**src/rtl/if_id_skid_stage.sv**
```systemverilog
// IF/ID pipeline stage: carries PC, instruction and QED tag from fetch to decode
// through a two-entry skid buffer, with flush-to-NOP and a saturating stall counter.
//
// state   | meaning
// --------+-------------------------------------------------
// S_EMPTY | no valid entry; head shows NOP_INSTR, qed 0
// S_ONE   | main entry valid and presented to decode
// S_FULL  | main and skid valid; in_ready low
module if_id_skid_stage #(
   parameter int                 PC_W      = 32,
   parameter int                 INSTR_W   = 32,
   parameter int                 QED_W     = 1,
   parameter logic [INSTR_W-1:0] NOP_INSTR = INSTR_W'(32'h0000_0013),
   parameter int                 CNT_W     = 16
) (
   input  logic               clk,
   input  logic               reset,
   input  logic               outside_reset,
   input  logic               flush,
   input  logic               in_valid,
   output logic               in_ready,
   input  logic [PC_W-1:0]    in_pc,
   input  logic [INSTR_W-1:0] in_instr,
   input  logic [QED_W-1:0]   in_qed_vld,
   output logic               out_valid,
   input  logic               out_ready,
   output logic [PC_W-1:0]    out_pc,
   output logic [INSTR_W-1:0] out_instr,
   output logic [QED_W-1:0]   out_qed_vld,
   output logic [CNT_W-1:0]   stall_cnt
);

   typedef enum logic [1:0] {
      S_EMPTY = 2'd0,
      S_ONE   = 2'd1,
      S_FULL  = 2'd2
   } state_t;

   state_t state_q, state_d;

   logic [PC_W-1:0]    skid_pc;
   logic [INSTR_W-1:0] skid_instr;
   logic [QED_W-1:0]   skid_qed;

   logic accept, drain;
   logic load_main_in, load_main_skid, load_skid_in;
   logic [QED_W-1:0] qed_keep;

   assign out_valid = (state_q != S_EMPTY);
   assign accept    = in_valid & in_ready;
   assign drain     = out_valid & out_ready;
   assign qed_keep  = {QED_W{~outside_reset}};

   always_ff @(posedge clk or posedge reset) begin
      if (reset) state_q <= S_EMPTY;
      else       state_q <= state_d;
   end

   always_comb begin
      state_d        = state_q;
      load_main_in   = 1'b0;
      load_main_skid = 1'b0;
      load_skid_in   = 1'b0;
      case (state_q)
         S_EMPTY: begin
            if (accept) begin
               state_d      = S_ONE;
               load_main_in = 1'b1;
            end
         end
         S_ONE: begin
            if (accept && drain) begin
               load_main_in = 1'b1;
            end else if (accept) begin
               state_d      = S_FULL;
               load_skid_in = 1'b1;
            end else if (drain) begin
               state_d = S_EMPTY;
            end
         end
         S_FULL: begin
            if (drain) begin
               state_d        = S_ONE;
               load_main_skid = 1'b1;
            end
         end
         default: state_d = S_EMPTY;
      endcase
      // flush overrides any accept/drain in the same cycle
      if (flush) begin
         state_d        = S_EMPTY;
         load_main_in   = 1'b0;
         load_main_skid = 1'b0;
         load_skid_in   = 1'b0;
      end
   end

   // Main entry lives directly in the output registers.
   always_ff @(posedge clk or posedge reset) begin
      if (reset) begin
         out_pc      <= '0;
         out_instr   <= NOP_INSTR;
         out_qed_vld <= '0;
      end else if (flush) begin
         out_pc      <= '0;
         out_instr   <= NOP_INSTR;
         out_qed_vld <= '0;
      end else if (load_main_in) begin
         out_pc      <= in_pc;
         out_instr   <= in_instr;
         out_qed_vld <= in_qed_vld & qed_keep;
      end else if (load_main_skid) begin
         out_pc      <= skid_pc;
         out_instr   <= skid_instr;
         out_qed_vld <= skid_qed & qed_keep;
      end else if (state_d == S_EMPTY) begin
         out_instr   <= NOP_INSTR;
         out_qed_vld <= '0;
      end else if (outside_reset) begin
         out_qed_vld <= '0;
      end
   end

   always_ff @(posedge clk or posedge reset) begin
      if (reset) begin
         skid_pc    <= '0;
         skid_instr <= NOP_INSTR;
         skid_qed   <= '0;
      end else if (load_skid_in) begin
         skid_pc    <= in_pc;
         skid_instr <= in_instr;
         skid_qed   <= in_qed_vld & qed_keep;
      end else if (outside_reset) begin
         skid_qed <= '0;
      end
   end

   always_ff @(posedge clk or posedge reset) begin
      if (reset) in_ready <= 1'b1;
      else       in_ready <= (state_d != S_FULL);
   end

   always_ff @(posedge clk or posedge reset) begin
      if (reset) begin
         stall_cnt <= '0;
      end else if (out_valid && !out_ready && (stall_cnt != {CNT_W{1'b1}})) begin
         stall_cnt <= stall_cnt + CNT_W'(1);
      end
   end

endmodule

```
**config.mk**
```make
export PLATFORM = sky130hd
export DESIGN_NAME = if_id_skid_stage
export DESIGN_NICKNAME = d
export VERILOG_FILES = /design/src/rtl/if_id_skid_stage.sv
export SDC_FILE = /design/constraint.sdc
export NUM_CORES = 1
export LEC_CHECK = 0
export BUFFER_PORTS_ARGS = -buffer_cell sky130_fd_sc_hd__buf_2
export CAP_MARGIN = 20
export CORE_UTILIZATION = 53
export DETAILED_ROUTE_END_ITERATION = 10
export PLACE_DENSITY = 0.79
export SLEW_MARGIN = 20
export SYNTH_ARGS = -nofsm -noshare
export SYNTH_HDL_FRONTEND = slang
export SYNTH_SLANG_ARGS = --single-unit
```
**constraint.sdc**
```tcl
create_clock -name clk -period 4.55 [get_ports clk]
set_input_delay 0 -clock clk [delete_from_list [all_inputs] [get_ports clk]]
set_output_delay 0 -clock clk [all_outputs]
set_load 0.01 [all_outputs]
```
==> results.yml, run 1 <==
outcome:
  outcome: "completed"
power_and_ir_drop:
  ir_worst_vdd_uv: 327
  p_leak_nw: 4.25
  power_density_mw_per_mm2: 446
timing:
  fin_crit_sh_pct: 59.7
  min_period_ns: 2.72
  hold_violations: 0
  final_max_slew_viol_count: 0
  rsz0062_at_grt: "false"
  finalClockSkew_ns: 0.00866
  setup_violations: 0
  fmax_ghz: 0.368
  slew_headroom_pct: 33.2
  worstMarginPinSlew_ns: 1.00
  setup_ws_ns: 1.83
  final.setup.tns_ns: 0
finish:
  fillers: 762
  design_area_mm2: 0.00838
  final_nets: 789
  drive_gt1_share_pct: 37.0
  insertedDiodeCount: 0
  area_delta_synth_final_pct: 34.4
logic_synthesis:
  syn_area_mm2: 0.00623
  ys_ff_latch: 149
  synthCells: 505
  synth_area_per_cell_um2: 12.3
  synth_warnings: 0
  yosys.cell_count.top_type: "dfrtp_1"
  synth_edf_count: 0
  synth_nets: 577
  yosysTopAreaCell: "dfrtp_1"
  ys_top_cells_by_count: "142 x dfrtp_1, 62 x mux2_2, 47 x nand2_1, 37 x inv_1, 35 x o21ai_0"
  dominantRegCellSynth: "dfrtp_1"
  async_flop_share_pct: 100
  yosys-top-cells-area: "dfrtp_1 57%, mux2_2 11%, a222oi_1 4.8%, a2bb2oi_1 4.5%, dfstp_2 3.0%"
  synth_top_area_share_pct: 57.0
  synthDistinctLibCells: 39
  ys_seq_area_share_pct: 60.0
global_route:
  gr-usage-met2_pct: 45.1
  grt_pass1_wl_um: 26000
  grt_pass1_vias: 5235
  antenna_found_initial: 0
  grt_most_used_layer: "met2"
  met1_usage_pct: 33.4
  grt_max_degree: 113
  grtUsageTotal_pct: 26.8
  overflow: 0
  met3_usage_pct: 5.93
clock_tree:
  cts_buffer_depth: 2
  cts-htree-levels: 4
  worstSkewPairLatency_ns: 0.42
  cts_buffers: 17
  clkTransAtPathRegs_ns: 0.06
  cts_root_buf: "clkbuf_16"
  cts.sinks: 149
  cts_tree: "built"
  cts_resized: 0
  cts_setup_buffers: 0
worst_setup_path:
  crit_type: "reg -> reg"
  end_kind: "register"
  cp_max_fo: 69
  cp.arrival_ns: 3.02
  critPathBufInv: 1
  slowest_stage: "nand3_4"
  critPathTopFamily: "simple AND/OR/NAND/NOR gates"
  crit_path_cell_trace: "and3b_1 > nand3_4 > mux2i_1 > nor2_1 > dlygate4sd3_1"
  required_ns: 4.85
  start_kind: "register"
  max_stage_delay_ns: 0.74
floorplanning:
  ioPinCount: 154
  initial_core_util_pct: 54.6
  fp.dieH_um: 110
  core_mm2: 0.0114
  dieArea_mm2: 0.0122
  die_x_um: 110
  rows: 39
drt:
  drt_iter0_drc: 439
  vias: 5000
  drt-pass1-iter-count: 9
  ant_nets: 0
  routed_wl_um: 15700
  drc: 0
  vias_per_cell: 5.73
  wl_per_cell_um: 18.0
placed_design:
  dp_slack_ns: 1.87
  port_buffers: 153
  placed_area_mm2: 0.00707
  dp_hpwl_um: 8890
  place_congestion: 0.865
hold_path:
  hp-class: "in -> reg"
run:
  maxCapViolCount: 0
-- worst min-delay path, delay by kind of cell --
family                 cells  cell delay (ns)
buffers and inverters      1             0.15
and+or+nand+nor            3             0.30
-- what timing repair did --
item	4_1_cts	5_1_grt
setup endpoints to repair	0	0
hold endpoints to repair	242	0
hold buffers	69	0
-- area by class of cell --
cell class                      instances  area [um2]  area share, %
Tap cell                              143         179           2.14
Sequential cell                       149        3740           44.6
Timing Repair Buffer                  227        1510           18.1
Multi-Input combinational cell        285        2210           26.4
Clock inverter                         13         149           1.78
Inverter                               37         144           1.72
Clock buffer                           19         443           5.29
-- metal layers --
layer  share of wire (%)  wire length, um
met3                 5.7              900
met4                 1.9              302
met2                  51             8040
met1                  41             6490
met5                   0                0
-- where the power goes --
part           internal, W  switching [W]  total, W
logic             0.000329       0.000272  0.000600
clock network     0.000828       0.000558   0.00139
registers          0.00158       0.000165   0.00175
total              0.00274       0.000995   0.00374
-- placed cells by master (no fill, tap or decap), types with 2 or more instances in the layout --
cell,count
xor2_1,11
dlygate4sd3_1,69
nand3b_1,2
clkinvlp_4,6
clkbuf_16,17
a211oi_1,2
a2bb2oi_1,32
mux2i_1,3
clkinv_4,3
nand4_1,5
nor2_1,9
or3_1,2
a21oi_1,6
nor3_1,6
o22ai_1,3
o21ba_2,2
nand2_1,46
buf_4,4
inv_1,36
bufinv_16,2
dfrtp_1,142
mux2_2,62
nor2b_1,2
and3_1,3
o21ai_0,35
buf_2,153
a222oi_1,30
xnor2_1,3
inv_6,3
nand3_1,5
dfstp_2,7
-- worst paths after layout --
check                      slack [ns]           from             to  cells after the start
setup / recovery                 1.83     state_q[1]       skid_qed                      5
max in group asynchronous        3.42          reset   out_instr[1]                      4
hold reg to reg                  0.48  skid_instr[1]  skid_instr[1]                      2
setup reg to reg                 1.83     state_q[1]       skid_qed                      5
hold / removal                   0.08      out_ready       in_ready                      4
min in group asynchronous        0.18          reset    skid_pc[19]                      3
-- stage by stage --
step | util (%) | hold slack (ns) | instances | total power (W)
after floorplan | - | 0.0658 | 505 | 0.00209
after global placement | 61.9 | 0.165 | 771 | 0.00226
after detailed placement | 61.9 | 0.174 | 771 | 0.00231
after CTS | 73.1 | 0.0592 | 872 | 0.00374
after global routing | 73.4 | 0.0967 | 873 | 0.00390
final | 73.4 | 0.0789 | 873 | 0.00374
-- cells by family after synthesis --
family / share of synthesized area (%)
buffers and inverters: 4.82
adder cells (fa/ha/maj): 0.201
flip-flops: 60.0
AO/OA/AOI/OAI: 13.9
multiplexers: 11.7
AND/OR/NAND/NOR: 7.47
XOR/XNOR: 1.97
-- sequential cells by signal, summed over array words and instances (netlist names) --
register     flops
stall_cnt       16
out_pc          32
state_q          2
in_ready         1
skid_qed         1
skid_pc         32
out_instr       32
out_qed_vld      1
skid_instr      32
No activity file was read; power rests on OpenSTA's default activity.
==> run 2: changes to the inputs <==
--- a/config.mk
+++ b/config.mk
@@ -5,11 +5,12 @@
 export SDC_FILE = /design/constraint.sdc
 export NUM_CORES = 1
 export LEC_CHECK = 0
+export ABC_AREA = 1
 export BUFFER_PORTS_ARGS = -buffer_cell sky130_fd_sc_hd__buf_2
 export CAP_MARGIN = 20
-export CORE_UTILIZATION = 53
+export CORE_UTILIZATION = 55
 export DETAILED_ROUTE_END_ITERATION = 10
-export PLACE_DENSITY = 0.79
+export PLACE_DENSITY = 0.81
 export SLEW_MARGIN = 20
 export SYNTH_ARGS = -nofsm -noshare
 export SYNTH_HDL_FRONTEND = slang
==> constraint.sdc (replaced) <==
create_clock -name clk -period 2.55 [get_ports clk]
set_input_delay 0 -clock clk [delete_from_list [all_inputs] [get_ports clk]]
set_output_delay 0 -clock clk [all_outputs]
set_load 0.01 [all_outputs]
==> results.yml, run 2 <==
outcome:
  outcome: "completed"
power_and_ir_drop:
  p_leak_nw: 5.16
  power_density_mw_per_mm2: 754
  ir_worst_vdd_uv: 551
  totalPowerFinal_w: 0.00692
floorplanning:
  initial_core_util_pct: 57.5
  ioPinCount: 154
  fp.dieH_um: 115
  rows: 40
  core_mm2: 0.0122
  dieArea_mm2: 0.0132
  die_x_um: 115
finish:
  drive_gt1_share_pct: 19.1
  final_common_cell: "nand2_1"
  design_area_mm2: 0.00918
  final_nets: 1187
  multi_input_comb_area_mm2: 0.00246
  area_delta_synth_final_pct: 30.8
  fillers: 876
  finish.utilization_pct: 75.1
  register_area_mm2: 0.00374
  layout_common_cells: "232 x nand2_1, 153 x buf_2, 148 x inv_1, 142 x dfrtp_1, 121 x nor2_1"
timing:
  final.setup.tns_ns: 0
  setup_violations: 0
  rsz0062_at_grt: "false"
  finalClockSkew_ns: 0.00527
  min_period_ns: 2.23
  fmax_ghz: 0.448
  slew_headroom_pct: 46.3
  worst_hold_slack_ns: 0.123
  worstMarginPinSlew_ns: 0.806
  hold_violations: 0
  final_max_slew_viol_count: 0
  fin_crit_sh_pct: 87.6
logic_synthesis:
  yosys.cell_count.top_type: "nand2_1"
  synthCells: 903
  yosysTopAreaCell: "dfrtp_1"
  async_flop_share_pct: 100
  synth_edf_count: 0
  synthDistinctLibCells: 27
  syn_area_mm2: 0.00702
  synth_area_per_cell_um2: 7.77
  dominantRegCellSynth: "dfrtp_1"
  yosys-top-cells-area: "dfrtp_1 51%, nand2_1 12%, inv_1 8.0%, nor2_1 6.5%, a21oi_1 4.4%"
  synth_nets: 975
  ys_top_cells_by_count: "232 x nand2_1, 149 x inv_1, 142 x dfrtp_1, 122 x nor2_1, 62 x a21oi_1"
  ys_seq_area_share_pct: 53.3
  ys_ff_latch: 149
  synth_top_area_share_pct: 50.6
  synth_warnings: 0
clock_tree:
  cts-htree-levels: 4
  cts_tree: "built"
  cts_buffer_depth: 2
  clkTransAtPathRegs_ns: 0.06
  cts_root_buf: "clkbuf_16"
  worstSkewPairLatency_ns: 0.42
  cts_setup_buffers: 0
  cts_buffers: 17
  cts.sinks: 149
drt:
  wl_per_cell_um: 13.7
  drt-pass1-iter-count: 5
  vias_per_cell: 4.96
  drt_iter0_drc: 588
  vias: 6438
  routed_wl_um: 17700
  ant_nets: 0
  drc: 0
placed_design:
  placed_area_mm2: 0.00784
  dp_hpwl_um: 9930
  place_congestion: 0.796
  port_buffers: 153
hold_path:
  hp-class: "in -> reg"
worst_setup_path:
  cp_max_fo: 66
  crit_type: "reg -> reg"
  cp.arrival_ns: 2.59
  start_kind: "register"
  required_ns: 2.91
  end_kind: "register"
run:
  maxCapViolCount: 0
global_route:
  grtUsageTotal_pct: 28.3
  grt_pass1_vias: 6231
  antenna_found_initial: 1
  overflow: 0
  grt_pass1_wl_um: 29000
  grt_max_degree: 150
-- run 2: changes by cell type after synthesis, moves of 26 or more --
cell	change
nand2_1	+185
nor2_1	+113
inv_1	+112
mux2_2	-62
a21oi_1	+56
nand3_1	+40
a2bb2oi_1	-32
a222oi_1	-30
o21ai_1	+26
-- run 2: path summary, 6_finish.rpt --
| path | start | end | slack [ns] | depth (start not counted) |
|---|---|---|---|---|
| setup reg to reg | state_q[0] | skid_qed | 0.32 | 8 |
| setup / recovery | state_q[0] | skid_qed | 0.32 | 8 |
| hold / removal | in_valid | state_q[0] | 0.12 | 6 |
| hold reg to reg | skid_instr[4] | skid_instr[4] | 0.47 | 2 |
| min in group asynchronous | reset | stall_cnt[0] | 0.32 | 4 |
| max in group asynchronous | reset | out_instr[23] | 1.61 | 4 |
-- run 2: critical path: stages, from the launching register on --
cell           delay [ns]
dfrtp_1              0.47
inv_2                0.10
nand2_2              0.09
nand2_1              0.10
nand3_4              0.10
buf_4                0.50
nand3_1              0.14
o21ai_1              0.11
dlygate4sd3_1        0.56
-- run 2: timing repair --
item	4_1_cts	5_1_grt
hold endpoints to repair	274	0
resized for setup	0	0
setup endpoints to repair	0	0
hold buffers	71	0
-- run 2: kinds of logic after synthesis --
| logic type | Yosys count | share of synthesized area, % |
|---|---|---|
| simple gates | 411 | 23.5 |
| buf+inv | 194 | 11.9 |
| flops | 149 | 53.3 |
| compound gates | 140 | 10.1 |
| xor+xnor | 8 | 0.999 |
| fa+ha+maj | 1 | 0.178 |
-- run 2: per-stage QoR --
step	worst slack (ns)	instances
2_1_floorplan	0.681	903
4_1_cts	0.318	1296
3_3_place_gp	0.693	1193
6_report	0.316	1297
5_1_grt	0.119	1297
3_5_place_dp	0.582	1193
-- run 2: final cells by class --
| type | instances | share of cell area (%) |
|---|---|---|
| diodes | 1 | 0.0273 |
| repair buffers | 234 | 17.0 |
| clock buffers | 21 | 5.13 |
| multi-input cells | 560 | 26.8 |
| well taps | 168 | 2.29 |
| flip-flops and latches | 149 | 40.7 |
| inverters | 153 | 6.30 |
| clock inverters | 11 | 1.64 |
-- run 2: metal layers --
| metal | GRT usage [%] | part of all wire [%] | vias to the layer above |
|---|---|---|---|
| li1 | - | - | 3177 |
| met1 | 34.5 | 42 | 2974 |
| met2 | 48.2 | 50 | 254 |
| met5 | 0 | 0 | - |
| met4 | 11.1 | 1.9 | 0 |
| met3 | 7.54 | 6.4 | 33 |
-- run 2: power by group --
group	switching, W	total, W	internal (W)
logic	0.000702	0.00120	0.000494
clock network	0.000972	0.00259	0.00162
registers	0.000292	0.00313	0.00284
